[src/rtl/disparity_search_ctrl.sv]
// Disparity search controller. One pixel job compares the left census code
// against MAX_DISP right candidates through a shared hamming_distance unit and
// keeps the lowest-cost disparity; ties go to the lowest disparity.
// Optional feature macro: COST_THRESH_CHECK_EN flags a result whose best cost
// exceeds COST_THRESH.
module disparity_search_ctrl #(
  parameter int CENSUS_WIDTH = 8,
  parameter int MAX_DISP     = 16,
  parameter int COST_THRESH  = 2,
  localparam int DW = $clog2(MAX_DISP),
  localparam int CW = $clog2(CENSUS_WIDTH + 1)
) (
  input  logic                             clk,
  input  logic                             rst_n,
  input  logic                             pix_valid,
  output logic                             pix_ready,
  input  logic [CENSUS_WIDTH-1:0]          census_left,
  input  logic [MAX_DISP*CENSUS_WIDTH-1:0] right_window,
  output logic [CENSUS_WIDTH-1:0]          hd_census_left,
  output logic [CENSUS_WIDTH-1:0]          hd_census_right,
  output logic                             hd_valid_in,
  input  logic [CW-1:0]                    hd_dist,
  input  logic                             hd_valid_out,
  output logic                             res_valid,
  input  logic                             res_ready,
  output logic [DW-1:0]                    res_disp,
  output logic [CW-1:0]                    res_cost,
  output logic                             res_invalid,
  output logic                             busy
);

  if (MAX_DISP < 2 || COST_THRESH < 0) begin : g_param_err
    $error("disparity_search_ctrl: MAX_DISP must be >= 2 and COST_THRESH non-negative");
  end

  typedef enum logic [1:0] {StIdle, StIssue, StDrain, StOut} state_e;

  // Result counter is one bit wider so a count of MAX_DISP never wraps.
  localparam logic [DW:0]   NumDisp  = (DW + 1)'(MAX_DISP);
  localparam logic [DW-1:0] LastDisp = DW'(MAX_DISP - 1);

  state_e                  state_q, state_d;
  logic                    ready_en_q;
  logic [CENSUS_WIDTH-1:0] left_q;
  logic [CENSUS_WIDTH-1:0] win_q [MAX_DISP];
  logic [DW-1:0]           iss_cnt_q, iss_cnt_d;
  logic [DW:0]             res_cnt_q, res_cnt_d;
  logic [CW-1:0]           best_cost_q, best_cost_d;
  logic [DW-1:0]           best_disp_q, best_disp_d;
  logic                    load;
  logic                    capture;

  // State, counters and best-so-far registers.
  always_ff @(posedge clk or negedge rst_n) begin
    if (!rst_n) begin
      state_q     <= StIdle;
      ready_en_q  <= 1'b0;
      iss_cnt_q   <= '0;
      res_cnt_q   <= '0;
      best_cost_q <= '0;
      best_disp_q <= '0;
    end else begin
      state_q     <= state_d;
      ready_en_q  <= 1'b1;
      iss_cnt_q   <= iss_cnt_d;
      res_cnt_q   <= res_cnt_d;
      best_cost_q <= best_cost_d;
      best_disp_q <= best_disp_d;
    end
  end

  // Job operands, captured on acceptance and held for the whole search.
  always_ff @(posedge clk or negedge rst_n) begin
    if (!rst_n) begin
      left_q <= '0;
      for (int d = 0; d < MAX_DISP; d++) win_q[d] <= '0;
    end else if (load) begin
      left_q <= census_left;
      for (int d = 0; d < MAX_DISP; d++) begin
        win_q[d] <= right_window[d*CENSUS_WIDTH +: CENSUS_WIDTH];
      end
    end
  end

  // Next-state, result tracking and handshake outputs.
  always_comb begin
    state_d     = state_q;
    iss_cnt_d   = iss_cnt_q;
    res_cnt_d   = res_cnt_q;
    best_cost_d = best_cost_q;
    best_disp_d = best_disp_q;
    load        = 1'b0;
    pix_ready   = 1'b0;
    hd_valid_in = 1'b0;
    res_valid   = 1'b0;

    // Results arrive in order; the k-th one of a job belongs to disparity k.
    capture = ((state_q == StIssue) || (state_q == StDrain)) && hd_valid_out &&
              (res_cnt_q != NumDisp);
    if (capture) begin
      if ((res_cnt_q == '0) || (hd_dist < best_cost_q)) begin
        best_cost_d = hd_dist;
        best_disp_d = res_cnt_q[DW-1:0];
      end
      res_cnt_d = res_cnt_q + 1'b1;
    end

    unique case (state_q)
      StIdle: begin
        pix_ready = ready_en_q;
        if (pix_valid && ready_en_q) begin
          load        = 1'b1;
          iss_cnt_d   = '0;
          res_cnt_d   = '0;
          best_cost_d = '0;
          best_disp_d = '0;
          state_d     = StIssue;
        end
      end
      StIssue: begin
        hd_valid_in = 1'b1;
        if (iss_cnt_q == LastDisp) begin
          state_d = (res_cnt_d == NumDisp) ? StOut : StDrain;
        end else begin
          iss_cnt_d = iss_cnt_q + 1'b1;
        end
      end
      StDrain: begin
        if (res_cnt_d == NumDisp) state_d = StOut;
      end
      StOut: begin
        res_valid = 1'b1;
        if (res_ready) state_d = StIdle;
      end
      default: state_d = StIdle;
    endcase
  end

  assign hd_census_left  = left_q;
  assign hd_census_right = win_q[iss_cnt_q];
  assign res_disp        = res_valid ? best_disp_q : '0;
  assign res_cost        = res_valid ? best_cost_q : '0;
  assign busy            = (state_q != StIdle);

`ifdef COST_THRESH_CHECK_EN
  assign res_invalid = res_valid && (32'(best_cost_q) > 32'(COST_THRESH));
`else
  assign res_invalid = 1'b0;
`endif

endmodule

[config.mk]
export PLATFORM = sky130hd
export DESIGN_NAME = disparity_search_ctrl
export DESIGN_NICKNAME = d
export VERILOG_FILES = /design/src/rtl/disparity_search_ctrl.sv
export SDC_FILE = /design/constraint.sdc
export NUM_CORES = 1
export LEC_CHECK = 0
export ABC_AREA = 1
export ABC_CLOCK_PERIOD_IN_PS = 4500
export CAP_MARGIN = 15
export CORE_MARGIN = 10
export CORE_UTILIZATION = 54
export CTS_CLUSTER_DIAMETER = 80
export DETAILED_ROUTE_END_ITERATION = 10
export PLACE_DENSITY = 0.86
export SLEW_MARGIN = 10
export SYNTH_ARGS = -nofsm -noshare
export SYNTH_HDL_FRONTEND = slang
export SYNTH_SLANG_ARGS = --single-unit
[constraint.sdc]
create_clock -name clk -period 4.5 [get_ports clk]
set_input_delay 0.675 -clock clk [delete_from_list [all_inputs] [get_ports clk]]
set_output_delay 0.675 -clock clk [all_outputs]
set_load 0.05 [all_outputs]
Yosys cells after proc, flatten, opt, wreduce, memory -nomap -nowiden
Index checks and enable logic that the tools add are counted.

Mux-type cells: 30. Reduce and logical (&&, ||, !) cells: 11. Bitwise operators: 1. Equality and inequality tests: 11. Add/sub/neg operators: 2. Order comparisons: 2.

Operators with widths (count): $mux W4 (12); $bmux W8 S4 (1); $mux W8 (2); $mux W5 (3); $mux W2 (4); $pmux W2 S4 (1); $pmux W4 S2 (1); $mux W1 (6); $ne A2 B2 Y1 const B (3); $add A5 B1 Y5 const B (1); $eq A5 B5 Y1 const B (1); $ge A5 B5 Y1 const B (1); $logic_not A5 Y1 (1); $ne A5 B5 Y1 const B (1); $not A4 Y5 (1); $add A4 B1 Y4 const B (1); $eq A2 B2 Y1 const B (2); $eq A4 B4 Y1 const B (1); $lt A4 B4 Y1 (1); $ne A2 B1 Y1 const B (2); $reduce_and A4 Y1 (1); $reduce_bool A2 Y1 (2); $logic_and A1 B1 Y1 (3); $reduce_and A3 Y1 (1); other kinds (3) (4).

Input port bits: 145. Word-level logic and storage cells: 80. Output and inout port bits: 29. Register bits after elaboration: 156.

Longest topological paths before layout
Gate-level depths: netlist (run 1).

Word-level depth: 9. Mapped depth: 13.

Least setup slack after synthesis (run 1)
OpenSTA, ideal clock, no wires.

Kind: register to output. From: register iss_cnt_q[0]. To: output hd_census_right[6]. Setup slack: 1781 ps. Arrival: 2044 ps. Required time: 3825 ps. Buffers on the path: 2. Stages on the path, launching flop included: 7. Cell sequence: dfrtp_1 buf_2 buf_2 nor2_1 o22ai_1 o21ai_0 o21ai_0.

Word-level cells in the longest chain between the ends: 4.

RTL lines: start, declared (RTL line 46) `logic [DW-1:0] iss_cnt_q, iss_cnt_d;`; start signal, assigned (RTL line 65) `iss_cnt_q <= iss_cnt_d;`; $not A4 Y5 (not written as such) (RTL line 140) `assign hd_census_right = win_q[iss_cnt_q];`; $bmux W8 S4 (RTL line 140); $mux W8 (not written as such) (2 in series) (RTL line 140); end, declared (RTL line 20) `output logic [CENSUS_WIDTH-1:0] hd_census_right,`.

Every way passes these cells. The select of a mux whose other input is x is not followed.

Final worst setup path (run 1)
From: register iss_cnt_q[0]. To: output hd_census_right[7].

The elaborated chain is that of the path after synthesis.

==> impl_metrics.py, run 1 <==
metrics = {
    "status": {
        "status": "completed",
    },
    "synthesis": {
        "syn_avg_cell_area_sq_um": 7.606,
        "syn_area_sq_um": 7416,
        "synth_top_area_share_pct": 52.64,
        "synth_nets": 1130,
        "ys_warn_count": 0,
        "yosysUniqueCellTypes": 25,
        "synth_area_leader_cell": "dfrtp_1",
        "synth_seq_cells": 156,
        "ys_seq_area_share_pct": 52.64,
        "ys_top_cells_by_area": "dfrtp_1 (53%), nand2_1 (26%), o21ai_0 (4.2%)",
        "netlist_instances": 975,
    },
    "finish": {
        "drive_above_1_share_pct": 4.938,
        "fin_util_pct": 73.20,
        "layout.cells.non_filler": 1310,
        "num_antenna_cells": 0,
        "syn2layout_area_growth_pct": 31.75,
        "fin_nets": 1276,
        "fillers": 1022,
    },
    "power": {
        "combPwrFrac_pct": 40.9,
        "power.density_nw_per_um2": 694.8,
        "internal_power_mw": 3.882,
        "seqPwrFrac_pct": 38.0,
        "p_sw_share_pct": 42.82,
        "p_leak_nw": 4.883,
        "switchingPower_mw": 2.907,
        "max-vdd-ir-drop_uv": 593.6,
        "p_clk_share_pct": 21.0,
    },
    "global_routing": {
        "grt_max_degree": 113,
        "grt_overflow": 0,
        "grt.total_usage_pct": 24.45,
        "grt_pass1_wl_mm": 36.00,
        "antenna_found_initial": 0,
        "grt_pass1_vias": 6885,
    },
    "route": {
        "antenna_left": 0,
        "dr_total_vias": 7077,
        "drt_iter0_drc": 715,
        "wl_per_cell_microns": 17.03,
        "wl_mm": 22.31,
        "via_per_inst": 5.402,
        "drc": 0,
        "dr.pass1.iters": 8,
    },
    "clock_network": {
        "cts_buffer_depth": 2,
        "clkSinkCount": 156,
        "postCtsHoldBufs": 0,
        "cts-root-buf": "clkbuf_16",
        "cts.clk_slew.worst_paths_ps": 60,
        "cts_tree": "built",
        "cts_resized": 0,
        "cts-htree-levels": 4,
        "post_cts_buffers": 0,
        "insertion_delay_ps": 430,
        "cts-buffers-inserted": 17,
    },
    "place": {
        "place_congestion": 0.9137,
        "dp.cells": 1278,
        "port_buffers": 172,
        "dp_hpwl_mm": 15.78,
    },
    "die": {
        "die_h_microns": 137.2,
        "start_util_pct": 55.56,
        "io_pins": 174,
        "die_x_microns": 137.2,
        "dieArea_sq_um": 18820,
        "rows": 42,
        "core_sq_um": 13350,
    },
    "timing": {
        "hold_viol_final": 0,
        "finClkSkew_ps": 9.267,
        "rsz0062_at_grt": "false",
        "tightest_slew_ps": 1058,
        "fin_crit_ps": 3804,
        "min_period_over_period_pct": 84.54,
        "max_slew_margin_pct": 29.50,
        "setup_violations": 0,
        "tns_ps": 0,
        "final-max-slew-violation-count": 0,
        "fmax_ghz": 0.2629,
    },
    "hold_path": {
        "hold_path_class": "primary input to async pin",
    },
    "setup_path": {
        "cp.required_ps": 3830,
        "crit_type": "register to output pin",
        "path_max_fanout": 41,
        "worstPathArrival_ps": 3130,
        "cp-end-kind": "output pin",
        "crit_path_start_kind": "register",
    },
    "run": {
        "drv_cap": 0,
    },
}
[kinds of logic after synthesis]
group	after synthesis	synth area share, %
simple gates	603	31.70
compound gates	112	8.588
buf+inv	92	5.281
flops	156	52.64
other cells	2	0.1013
fa+ha+maj	10	1.687
[routing by layer]
metal  track usage (%)  vias up  wire length, microns  share of wire (%)
li1                  -     3360                     -                  -
met1             30.16     3336                  8983                 40
met2             38.66      333                 10530                 47
met3             9.323       48                  2233                 10
met4             8.314        0                   571                2.6
met5                 0        -                     0                  0
[cells in the mapped netlist]
library cell  count
nand2_1         513
dfrtp_1         156
o21ai_0          62
nor2_1           44
inv_1            35
buf_2            28
nand3_1          27
a21oi_1          23
clkbuf_1         23
ha_1             10
o22ai_1          10
a311oi_1          8
nand4_1           8
o221ai_1          7
nand2_2           5
inv_2             3
nor2_2            3
conb_1            2
nand3_2           2
a21oi_2           1
buf_1             1
buf_4             1
buf_6             1
nor3_1            1
o21ai_2           1
[power groups by stage]
| stage | Combinational [mW] | Clock (mW) | Sequential (mW) |
|---|---|---|---|
| detailed placement | 2.75 | 0 | 2.56 |
| global route | 3.09 | 1.51 | 2.64 |
| global placement | 2.67 | 0 | 2.55 |
| CTS | 2.79 | 1.44 | 2.56 |
| floorplan | 1.85 | 0 | 2.45 |
| finish | 2.78 | 1.43 | 2.58 |
[registers in the layout, indices dropped and copies added, names as in the netlist]
signal          cells
ready_en_q          1
res_cnt_q           5
iss_cnt_q           4
hd_census_left      8
win_q             128
best_cost_q         4
state_q             2
best_disp_q         4
[worst paths after layout]
kind,slack [ps],startpoint,end,depth (start not counted)
min in group clk,480,win_q[108],win_q[108],2
hold / removal,400,rst_n,win_q[18],1
max in group asynchronous,3180,rst_n,win_q[6],2
setup reg to reg,1850,state_q[1],win_q[124],8
hold reg to reg,480,win_q[108],win_q[108],2
setup / recovery,700,iss_cnt_q[0],hd_census_right[7],7
[critical path: stages, from the launching register on]
cell and delay [ps]:
dfrtp_2 400, inv_2 460, buf_4 370, o21ai_0 130, o221ai_1 230, nand4_1 130
nand2_1 140, clkdlybuf4s50_1 830
[layout make-up]
type | count | area [sq um] | area share [%]
timing repair buffer | 181 | 1790 | 18.33
tap | 176 | 220.2 | 2.254
multi-input combinational | 727 | 3126 | 31.99
sequential | 156 | 3905 | 39.97
clock inverter | 12 | 147.6 | 1.511
inverter | 38 | 145.1 | 1.485
clock buffer | 20 | 436.7 | 4.469
[stage by stage]
stage | power (mW) | worst slack (ps) | area (sq um) | hold WS (ps)
6_report | 6.788 | 695.6 | 9771 | 398.0
5_1_grt | 7.231 | 528.9 | 9771 | 466.8
4_1_cts | 6.790 | 717.0 | 9771 | 431.1
3_5_place_dp | 5.310 | 1181 | 9186 | 461.3
3_3_place_gp | 5.221 | 1254 | 9186 | 448.4
2_1_floorplan | 4.300 | 1781 | 7416 | 379.4
[cell usage in the layout, fill, tap and decap left out]
cell type and count:
a21oi_1 23, a21oi_2 1, a311oi_1 8, buf_4 9, buf_6 1, bufinv_16 3
clkbuf_1 3, clkbuf_16 17, clkdlybuf4s50_1 171, clkinv_2 5, clkinv_4 2, clkinvlp_4 2
conb_1 2, dfrtp_1 155, dfrtp_2 1, ha_1 10, inv_1 34, inv_2 3
inv_4 1, nand2_1 513, nand2_2 5, nand3_1 27, nand3_2 2, nand4_1 8
nor2_1 44, nor2_2 2, nor2_4 1, nor3_1 1, o21ai_0 62, o21ai_2 1
o221ai_1 7, o22ai_1 10
Note: power is estimated with default switching activity, not from simulation.
==> inputs of run 2 (changes only) <==
--- a/config.mk
+++ b/config.mk
@@ -6,13 +6,13 @@
 export NUM_CORES = 1
 export LEC_CHECK = 0
 export ABC_AREA = 1
-export ABC_CLOCK_PERIOD_IN_PS = 4500
+export ABC_CLOCK_PERIOD_IN_PS = 3160
 export CAP_MARGIN = 15
 export CORE_MARGIN = 10
-export CORE_UTILIZATION = 54
+export CORE_UTILIZATION = 45
 export CTS_CLUSTER_DIAMETER = 80
 export DETAILED_ROUTE_END_ITERATION = 10
-export PLACE_DENSITY = 0.86
+export PLACE_DENSITY = 0.76
 export SLEW_MARGIN = 10
 export SYNTH_ARGS = -nofsm -noshare
 export SYNTH_HDL_FRONTEND = slang
==> constraint.sdc (replaced) <==
create_clock -name clk -period 3.16 [get_ports clk]
set_input_delay 0.474 -clock clk [delete_from_list [all_inputs] [get_ports clk]]
set_output_delay 0.474 -clock clk [all_outputs]
set_load 0.05 [all_outputs]
==> impl_metrics.py, run 2 (same netlist as run 1, synthesis figures left out) <==
metrics = {
    "timing": {
        "rsz0062_at_grt": "false",
        "fmax_ghz": 0.3476,
        "max_slew_margin_pct": 56.00,
        "fin_crit_ps": 2877,
        "min_period_over_period_pct": 91.04,
        "tns_ps": 0,
        "tightest_slew_ps": 660.0,
        "setup_violations": 0,
        "final-max-slew-violation-count": 0,
        "timing.hold.ws_ps": -15.55,
        "hold_viol_final": 13,
        "finClkSkew_ps": 10.23,
    },
    "route": {
        "drt_iter0_drc": 665,
        "dr.pass1.iters": 6,
        "wl_per_cell_microns": 16.52,
        "drc": 0,
        "via_per_inst": 5.114,
        "dr_total_vias": 6904,
        "antenna_left": 0,
        "wl_mm": 22.30,
    },
    "hold_path": {
        "hold_path_class": "primary input to async pin",
    },
    "clock_network": {
        "cts-root-buf": "clkbuf_16",
        "cts_resized": 0,
        "cts.clk_slew.worst_paths_ps": 60,
        "cts-buffers-inserted": 17,
        "cts-htree-levels": 4,
        "cts_tree": "built",
        "postCtsHoldBufs": 0,
        "insertion_delay_ps": 430,
        "clkSinkCount": 156,
        "post_cts_buffers": 0,
        "cts_buffer_depth": 2,
    },
    "die": {
        "die_h_microns": 148.4,
        "io_pins": 174,
        "dieArea_sq_um": 22020,
        "start_util_pct": 46.35,
        "die_x_microns": 148.4,
        "rows": 46,
        "core_sq_um": 16000,
    },
    "power": {
        "p_leak_nw": 4.957,
        "power.density_nw_per_um2": 1014,
        "max-vdd-ir-drop_uv": 802.3,
    },
    "finish": {
        "num_antenna_cells": 0,
        "syn2layout_area_growth_pct": 35.03,
        "largest_register_ffs": 128,
        "drive_above_1_share_pct": 5.732,
        "final_area_sq_um": 10010,
        "fin_nets": 1276,
        "layout_commonest_cell": "nand2_1",
        "final_cell_mix": "nand2_1 (513), clkdlybuf4s50_1 (163), dfrtp_1 (155)",
        "fin_util_pct": 62.58,
        "largest-register": "win_q",
    },
    "setup_path": {
        "crit_path_cell_trace": "inv_1 -> o21ai_0 -> o221ai_1 -> nand4_1 -> nand2_1 -> buf_12",
        "cp-end-kind": "output pin",
        "slowest_delay_ps": 590,
        "cp.required_ps": 2690,
        "path_buf_inv": 2,
        "crit_type": "register to output pin",
        "path_max_fanout": 21,
        "r2r_slack_ps": 990,
        "crit_path_start_kind": "register",
        "worstPathArrival_ps": 2400,
        "cpLargestDelayFamily": "buffers and inverters",
        "slowest_stage": "dfrtp_1",
    },
    "status": {
        "violations": "hold timing",
        "status": "finished, violations left",
    },
    "global_routing": {
        "grt_max_degree": 142,
        "grt_pass1_wl_mm": 35.88,
        "antenna_found_initial": 0,
        "grt.total_usage_pct": 20.31,
        "grt_pass1_vias": 6868,
        "grt_overflow": 0,
    },
    "place": {
        "dp_hpwl_mm": 16.31,
        "place_area_sq_um": 9366,
        "place_congestion": 0.9145,
        "port_buffers": 172,
    },
    "run": {
        "drv_cap": 0,
    },
}
[run 2: changes by cell type in the layout (fill, tap and decap cells not counted), sizes merged]
cell and change:
clkinv -6, clkinvlp +3, inv +2, clkbuf -1, bufinv +2, buf +8, clkdlybuf4s50 -8
[run 2: power by group]
group,internal (mW),switching [mW]
Combinational,1.62,2.63
Sequential,2.92,0.739
Clock,1.41,0.837
[run 2: final timing paths]
| check | startpoint | to | cells past startpoint |
|---|---|---|---|
| hold reg to reg | hd_census_left[2] | hd_census_left[2] | 2 |
| hold / removal | rst_n | win_q[18] | 1 |
| min in group clk | hd_census_left[2] | hd_census_left[2] | 2 |
| setup reg to reg | iss_cnt_q[0] | iss_cnt_q[1] | 9 |
| max in group asynchronous | rst_n | win_q[43] | 2 |
| setup / recovery | iss_cnt_q[1] | hd_census_right[2] | 6 |
[run 2: per-layer routing]
metal / global-route usage, % / part of all wire (%) / vias up
met1: 26.31 / 42 / 3240
met4: 6.145 / 1.7 / 0
met5: 0 / 0 / -
li1: - / - / 3348
met3: 7.251 / 9.6 / 33
met2: 31.19 / 46 / 283
[run 2: final cells by class]
cell class | instances | area [sq um]
clock buffers | 19 | 432.9
clock inverters | 13 | 214.0
fillers | 1373 | 5987
inverters | 38 | 145.1
multi-input cells | 727 | 3126
flip-flops and latches | 156 | 3905
well taps | 216 | 270.3
repair buffers | 181 | 1921
[run 2: stage by stage]
step | setup WS [ps] | power (mW) | std cells
2_1_floorplan | 642.1 | 6.123 | 975
3_3_place_gp | 820.1 | 7.801 | 1318
3_5_place_dp | 770.3 | 7.897 | 1318
4_1_cts | 312.3 | 10.19 | 1350
5_1_grt | 7.561 | 10.83 | 1350
6_report | 283.3 | 10.16 | 1350
==> inputs of run 3 (changes only) <==
--- a/config.mk
+++ b/config.mk
@@ -10,7 +10,7 @@
 export CAP_MARGIN = 15
 export CORE_MARGIN = 10
 export CORE_UTILIZATION = 45
-export CTS_CLUSTER_DIAMETER = 80
+export CTS_CLUSTER_DIAMETER = 100
 export DETAILED_ROUTE_END_ITERATION = 10
 export PLACE_DENSITY = 0.76
 export SLEW_MARGIN = 10
==> results of run 3 <==
No change in the layout: final DEF, timing and power equal those of run 2.
